==> src/rtl/rst_seq.sv <==
// Reset sequencer: synchronises PLL lock and reset button, debounces the button,
// holds all domains for a power-on interval, then releases them in index order.
module rst_seq #(
  parameter int N_OUT           = 3,
  parameter int POR_CYCLES      = 1000000,
  parameter int STAGE_GAP       = 16,
  parameter int DEBOUNCE_CYCLES = 250000
) (
  input  logic             i_clk,
  input  logic             i_rst_n,
  input  logic             i_pll_lock,
  input  logic             i_but,
  input  logic             i_sw_rst,
  output logic [N_OUT-1:0] o_rst,
  output logic             o_busy,
  output logic [1:0]       o_cause
);

  localparam int MAX_SEQ = (POR_CYCLES > N_OUT * STAGE_GAP) ? POR_CYCLES : N_OUT * STAGE_GAP;
  localparam int MAX_CNT = (MAX_SEQ > DEBOUNCE_CYCLES) ? MAX_SEQ : DEBOUNCE_CYCLES;
  localparam int CW      = $clog2(MAX_CNT + 1);

  typedef enum logic [1:0] {
    WAIT_LOCK = 2'd0,
    POR_COUNT = 2'd1,
    RELEASE   = 2'd2,
    RUN       = 2'd3
  } state_t;

  typedef enum logic [1:0] {
    CAUSE_POR  = 2'd0,
    CAUSE_LOCK = 2'd1,
    CAUSE_BUT  = 2'd2,
    CAUSE_SW   = 2'd3
  } cause_t;

  logic [1:0]       r_rst_sync;
  logic             w_rst_n;
  logic [1:0]       r_lock_sync;
  logic [1:0]       r_but_sync;
  logic             w_lock;
  logic             w_but;
  logic             r_but_filt;
  logic             r_but_prev;
  logic [CW-1:0]    r_db_cnt;
  logic             w_but_rise;
  state_t           r_state;
  state_t           w_state_nxt;
  logic [CW-1:0]    r_cnt;
  logic [CW-1:0]    w_cnt_nxt;
  logic [N_OUT-1:0] r_rst;
  logic [N_OUT-1:0] w_rst_nxt;
  cause_t           r_cause;
  cause_t           w_cause_nxt;

  // NOTE: assertion of the internal reset is asynchronous, release is delayed by
  // two edges so no flop sees i_rst_n rise close to its sampling edge.
  always_ff @(posedge i_clk or negedge i_rst_n) begin
    if (!i_rst_n) begin
      r_rst_sync <= '0;
    end else begin
      // NOTE: every clocked assignment uses <= so all flops update from pre-edge values.
      r_rst_sync <= {r_rst_sync[0], 1'b1};
    end
  end

  assign w_rst_n = r_rst_sync[1];

  always_ff @(posedge i_clk or negedge w_rst_n) begin
    if (!w_rst_n) begin
      r_lock_sync <= '0;
      r_but_sync  <= '0;
    end else begin
      r_lock_sync <= {r_lock_sync[0], i_pll_lock};
      r_but_sync  <= {r_but_sync[0], i_but};
    end
  end

  assign w_lock = r_lock_sync[1];
  assign w_but  = r_but_sync[1];

  // The filtered level flips only after DEBOUNCE_CYCLES consecutive mismatches.
  always_ff @(posedge i_clk or negedge w_rst_n) begin
    if (!w_rst_n) begin
      r_but_filt <= 1'b0;
      r_but_prev <= 1'b0;
      r_db_cnt   <= '0;
    end else begin
      r_but_prev <= r_but_filt;
      if (w_but != r_but_filt) begin
        if (r_db_cnt == CW'(DEBOUNCE_CYCLES - 1)) begin
          r_but_filt <= w_but;
          r_db_cnt   <= '0;
        end else begin
          r_db_cnt <= r_db_cnt + CW'(1);
        end
      end else begin
        r_db_cnt <= '0;
      end
    end
  end

  assign w_but_rise = r_but_filt & ~r_but_prev;

  always_comb begin
    // NOTE: defaults first, so every path assigns every output and no latch is inferred.
    w_state_nxt = r_state;
    w_cnt_nxt   = r_cnt;
    w_rst_nxt   = r_rst;
    w_cause_nxt = r_cause;

    unique case (r_state)
      WAIT_LOCK: begin
        w_rst_nxt = '1;
        if (w_lock) begin
          w_state_nxt = POR_COUNT;
          w_cnt_nxt   = '0;
        end
      end
      POR_COUNT: begin
        w_rst_nxt = '1;
        if (r_but_filt) begin
          w_cnt_nxt = '0;
        end else if (r_cnt == CW'(POR_CYCLES - 1)) begin
          w_state_nxt = RELEASE;
          w_cnt_nxt   = '0;
        end else begin
          w_cnt_nxt = r_cnt + CW'(1);
        end
      end
      RELEASE: begin
        // Domain k is released once the stage counter reaches k*STAGE_GAP.
        for (int k = 0; k < N_OUT; k++) begin
          w_rst_nxt[k] = (int'(r_cnt) < k * STAGE_GAP);
        end
        if (r_cnt == CW'((N_OUT - 1) * STAGE_GAP)) begin
          w_state_nxt = RUN;
          w_cnt_nxt   = '0;
        end else begin
          w_cnt_nxt = r_cnt + CW'(1);
        end
      end
      RUN: begin
        w_rst_nxt = '0;
      end
      default: begin
        w_state_nxt = WAIT_LOCK;
        w_cnt_nxt   = '0;
        w_rst_nxt   = '1;
      end
    endcase

    // Restart requests override normal progress; lock loss wins over button over software.
    if (r_state != WAIT_LOCK) begin
      if (!w_lock) begin
        w_state_nxt = WAIT_LOCK;
        w_cnt_nxt   = '0;
        w_rst_nxt   = '1;
        w_cause_nxt = CAUSE_LOCK;
      end else if (w_but_rise) begin
        w_state_nxt = POR_COUNT;
        w_cnt_nxt   = '0;
        w_rst_nxt   = '1;
        w_cause_nxt = CAUSE_BUT;
      end else if (i_sw_rst) begin
        w_state_nxt = POR_COUNT;
        w_cnt_nxt   = '0;
        w_rst_nxt   = '1;
        w_cause_nxt = CAUSE_SW;
      end
    end
  end

  always_ff @(posedge i_clk or negedge w_rst_n) begin
    if (!w_rst_n) begin
      r_state <= WAIT_LOCK;
      r_cnt   <= '0;
      r_rst   <= '1;
      r_cause <= CAUSE_POR;
    end else begin
      r_state <= w_state_nxt;
      r_cnt   <= w_cnt_nxt;
      r_rst   <= w_rst_nxt;
      r_cause <= w_cause_nxt;
    end
  end

  assign o_rst   = r_rst;
  assign o_busy  = (r_state != RUN);
  assign o_cause = r_cause;

endmodule

==> config.mk <==
export PLATFORM = sky130hd
export DESIGN_NAME = rst_seq
export DESIGN_NICKNAME = d
export VERILOG_FILES = /design/src/rtl/rst_seq.sv
export SDC_FILE = /design/constraint.sdc
export NUM_CORES = 1
export LEC_CHECK = 0
export ABC_AREA = 1
export BUFFER_PORTS_ARGS = -buffer_cell sky130_fd_sc_hd__buf_2
export CAP_MARGIN = 15
export CORE_MARGIN = 4
export CORE_UTILIZATION = 36
export CTS_BUF_LIST = sky130_fd_sc_hd__clkbuf_16
export CTS_CLUSTER_DIAMETER = 150
export DETAILED_ROUTE_END_ITERATION = 6
export MAX_ROUTING_LAYER = met4
export SYNTH_ARGS = -nofsm -noshare
export SYNTH_HDL_FRONTEND = slang
export SYNTH_SLANG_ARGS = --single-unit
==> constraint.sdc <==
create_clock -name i_clk -period 1.81 [get_ports i_clk]
set_clock_uncertainty 0.2 [all_clocks]
set_input_delay 0.362 -clock i_clk [delete_from_list [all_inputs] [get_ports i_clk]]
set_output_delay 0.362 -clock i_clk [all_outputs]
set_load 0.01 [all_outputs]
==> metrics.md <==
| Metric | Value |
|---|---|
| Design Area, Final | 3836 µm² |
| Leak | 1.764 nW |
| Inst Count DP | 562 |
| First-pass GRT wire length | 12850 µm |
| Die X | 101.9 µm |
| Final cell count without fillers | 580 |
| Hold Fails Final Rpt | 0 |
| Reg2Reg Depth | 11 |
| Tmin final | 1793 ps |
| Critical path capture point type | flop |
| Seq/Total Area, Yosys | 0.4344 |
| R2r startpoint | r_cnt[0]$_DFF_PN0_ |
| Die height | 101.9 µm |
| Skew-Pair Late Insertion Delay | 300 ps |
| Clk root buf | clkbuf_16 |
| DRC viols | 0 |
| CTS max path bufs | 2 |
| Worst-path maximum fanout | 9 |
| Routed vias | 2906 |
| Fin crit share | 0.9903 |
| Fin. max-slew vios | 0 |
| Tot Pwr | 2.689 mW |
| Number of synthesized register bits | 55 |
| Synth Instances | 429 |
| Yosys top cell by area | dfrtp_1 |
| Ys Warns | 0 |
| Critical Path Source Type | flop |
| Area share of the largest cell type after synthesis | 0.4096 |
| Via/cell ratio | 5.010 |
| WP data arrival | 1770 ps |
| DR pass1 iterations | 4 |
| Wire length per cell | 13.29 µm |
| PortBufs | 10 |
| Clk sink count | 55 |
| Largest net degree at the start of global routing | 34 |
| Initial DRC count | 210 |
| Row count | 34 |
| Routed Antenna Nets | 0 |
| Status | finished, final reports clean |
| Cell Area, Synth | 3177 µm² |
| HPWL Detailed | 5482 µm |
| Unrepaired setup endpoints after global routing | true |
| CTS Buf Count | 5 |
| Crit path required time | 1790 ps |
| Dpl cell area | 3477 µm² |
| # diodes | 0 |
| Synth top area cells | dfrtp_1 (41%), nand2_1 (11%), nor2_1 (7.7%) |
| Syn avg cell area | 7.405 µm² |
| Routed wire length | 7707 µm |
| Initial Util | 0.3679 |
| CTS tree | built |
| H-tree levels | 2 |
| Boundary pin count | 11 |
| Worst-path clk slew | 80 ps |
| Initial antenna violation count | 0 |
| Syn-to-layout area delta | 20.76% |
| Core area | 8636 µm² |
| Critical path type | reg -> reg |
| Syn nets | 437 |
| Setup violators final | 0 |
| Grt ovf | 0 |
| Fmax | 557.9 MHz |
| Layout cell share with drive strength beyond 1 | 0.1992 |
| R2R setup slack | 20 ps |
| Max-capacitance violation count | 0 |
| Vias in the first global route | 2621 |
| PD cells | 701.1 nW/µm² |
| Peak VDD IR | 0.5785 mV |
| Yosys cell types | 34 |
| Die area | 10390 µm² |
| Total Nets Final | 479 |
| HP Class | reg -> async |
| FF-to-FF End | r_cnt[18]$_DFF_PN0_ |
| Routability-driven placement congestion ratio | 0.9085 |
| Gr usage total | 0.1586 |
## cell usage after synthesis (all sizes together)
cell type,count
a21o,1
a21oi,29
a31oi,3
buf,5
clkinv,1
conb,1
dfrtp,52
dfstp,3
ha,3
inv,57
nand2,103
nand3,33
nand4,9
nor2,72
nor3,17
nor3b,3
nor4,2
o21ai,16
o21bai,3
o31ai,1
or2,1
xnor2,3
xor2,11
## cell usage in the layout, fill, tap and decap left out, drive strengths merged, types with 2 or more instances in the layout
cell / instances
nand4: 9
xor2: 11
nor2: 72
nor3: 17
dfstp: 3
dfrtp: 52
xnor2: 3
clkinv: 3
dlygate4sd3: 3
ha: 3
nand2: 105
inv: 58
o21bai: 3
nand3: 33
nor3b: 3
a21oi: 29
a31oi: 3
o21ai: 16
nor4: 2
buf: 35
clkbuf: 5
## worst max-delay path, stage by stage, from the launching register on
cell and delay [ps]:
dfrtp_1 420, inv_1 90, ha_1 140, inv_1 40
nor2_1 80, nand2_1 70, nor2_2 100, nand3_2 100
nand2_4 160, nand2_4 120, nand3_1 90, a21oi_1 60
## area by class of cell
cell class / instances / area, µm²
well taps: 108 / 135.1
inverters: 58 / 220.2
clock buffers: 5 / 125.1
fillers: 871 / 4800
repair buffers: 38 / 267.8
multi-input cells: 313 / 1672
flip-flops and latches: 55 / 1383
clock inverters: 3 / 33.78
## metrics by stage
stage          utilization  hold slack, ps  setup TNS (ps)  setup slack [ps]
3_3_place_gp        0.4026          -51.92               0             57.94
5_1_grt             0.4442           76.09           -1952            -137.5
3_5_place_dp        0.4026          -50.65          -54.49            -20.32
6_report            0.4442           41.18               0             17.49
4_1_cts             0.4258           53.28               0             12.08
2_1_floorplan            -          -133.6               0             161.3
## how the worst max path moves through the flow
stage | from | end | depth (start not counted)
after detailed placement | r_cnt[0]$_DFF_PN0_ | r_cnt[7]$_DFF_PN0_ | 12
after global routing | r_cnt[0]$_DFF_PN0_ | r_cnt[2]$_DFF_PN0_ | 13
final | r_cnt[0]$_DFF_PN0_ | r_cnt[18]$_DFF_PN0_ | 11
after floorplan | r_cnt[0]$_DFF_PN0_ | r_cnt[14]$_DFF_PN0_ | 11
after global placement | r_cnt[0]$_DFF_PN0_ | r_cnt[7]$_DFF_PN0_ | 13
after CTS | r_cnt[0]$_DFF_PN0_ | r_cnt[7]$_DFF_PN0_ | 12
## power by group
part / internal (mW) / switching (mW) / leakage (nW)
Clock: 0.533 / 0.485 / 0.0772
Combinational: 0.130 / 0.235 / 0.959
Sequential: 1.27 / 0.0397 / 0.727
## sequential cells by signal, summed over array words and instances, names as in the netlist
signal	cells
r_but_sync	2
r_state	2
r_lock_sync	2
r_but_prev	1
r_db_cnt	20
r_but_filt	1
o_cause	2
o_rst	3
r_cnt	20
r_rst_sync	2
## cell families after synthesis
| family | count (synthesis) | share of synthesized area |
|---|---|---|
| simple gates | 240 | 0.3442 |
| buf+inv | 63 | 0.07995 |
| flops | 55 | 0.4344 |
| compound gates | 53 | 0.08980 |
| xor+xnor | 14 | 0.03860 |
| fa+ha+maj | 3 | 0.01182 |
| other cells | 1 | 0.001180 |
## what timing repair did
action | CTS | global route
gates cloned | 0 | 2
endpoints found under the setup margin | 9 | 39
pin swaps | 0 | 8
hold endpoints to repair | 4 | 0
resized for setup | 3 | 26
hold buffers | 3 | 0
buffers inserted | 0 | 5
## per-layer routing
layer / global-route usage / wire length [µm] / up-vias
met5: - / 0 / -
met4: 0.03330 / 97 / 0
met1: 0.2254 / 3840 / 1386
met2: 0.2440 / 3532 / 52
met3: 0.02048 / 236 / 9
li1: - / - / 1459
(Power assumes the default switching activity.)
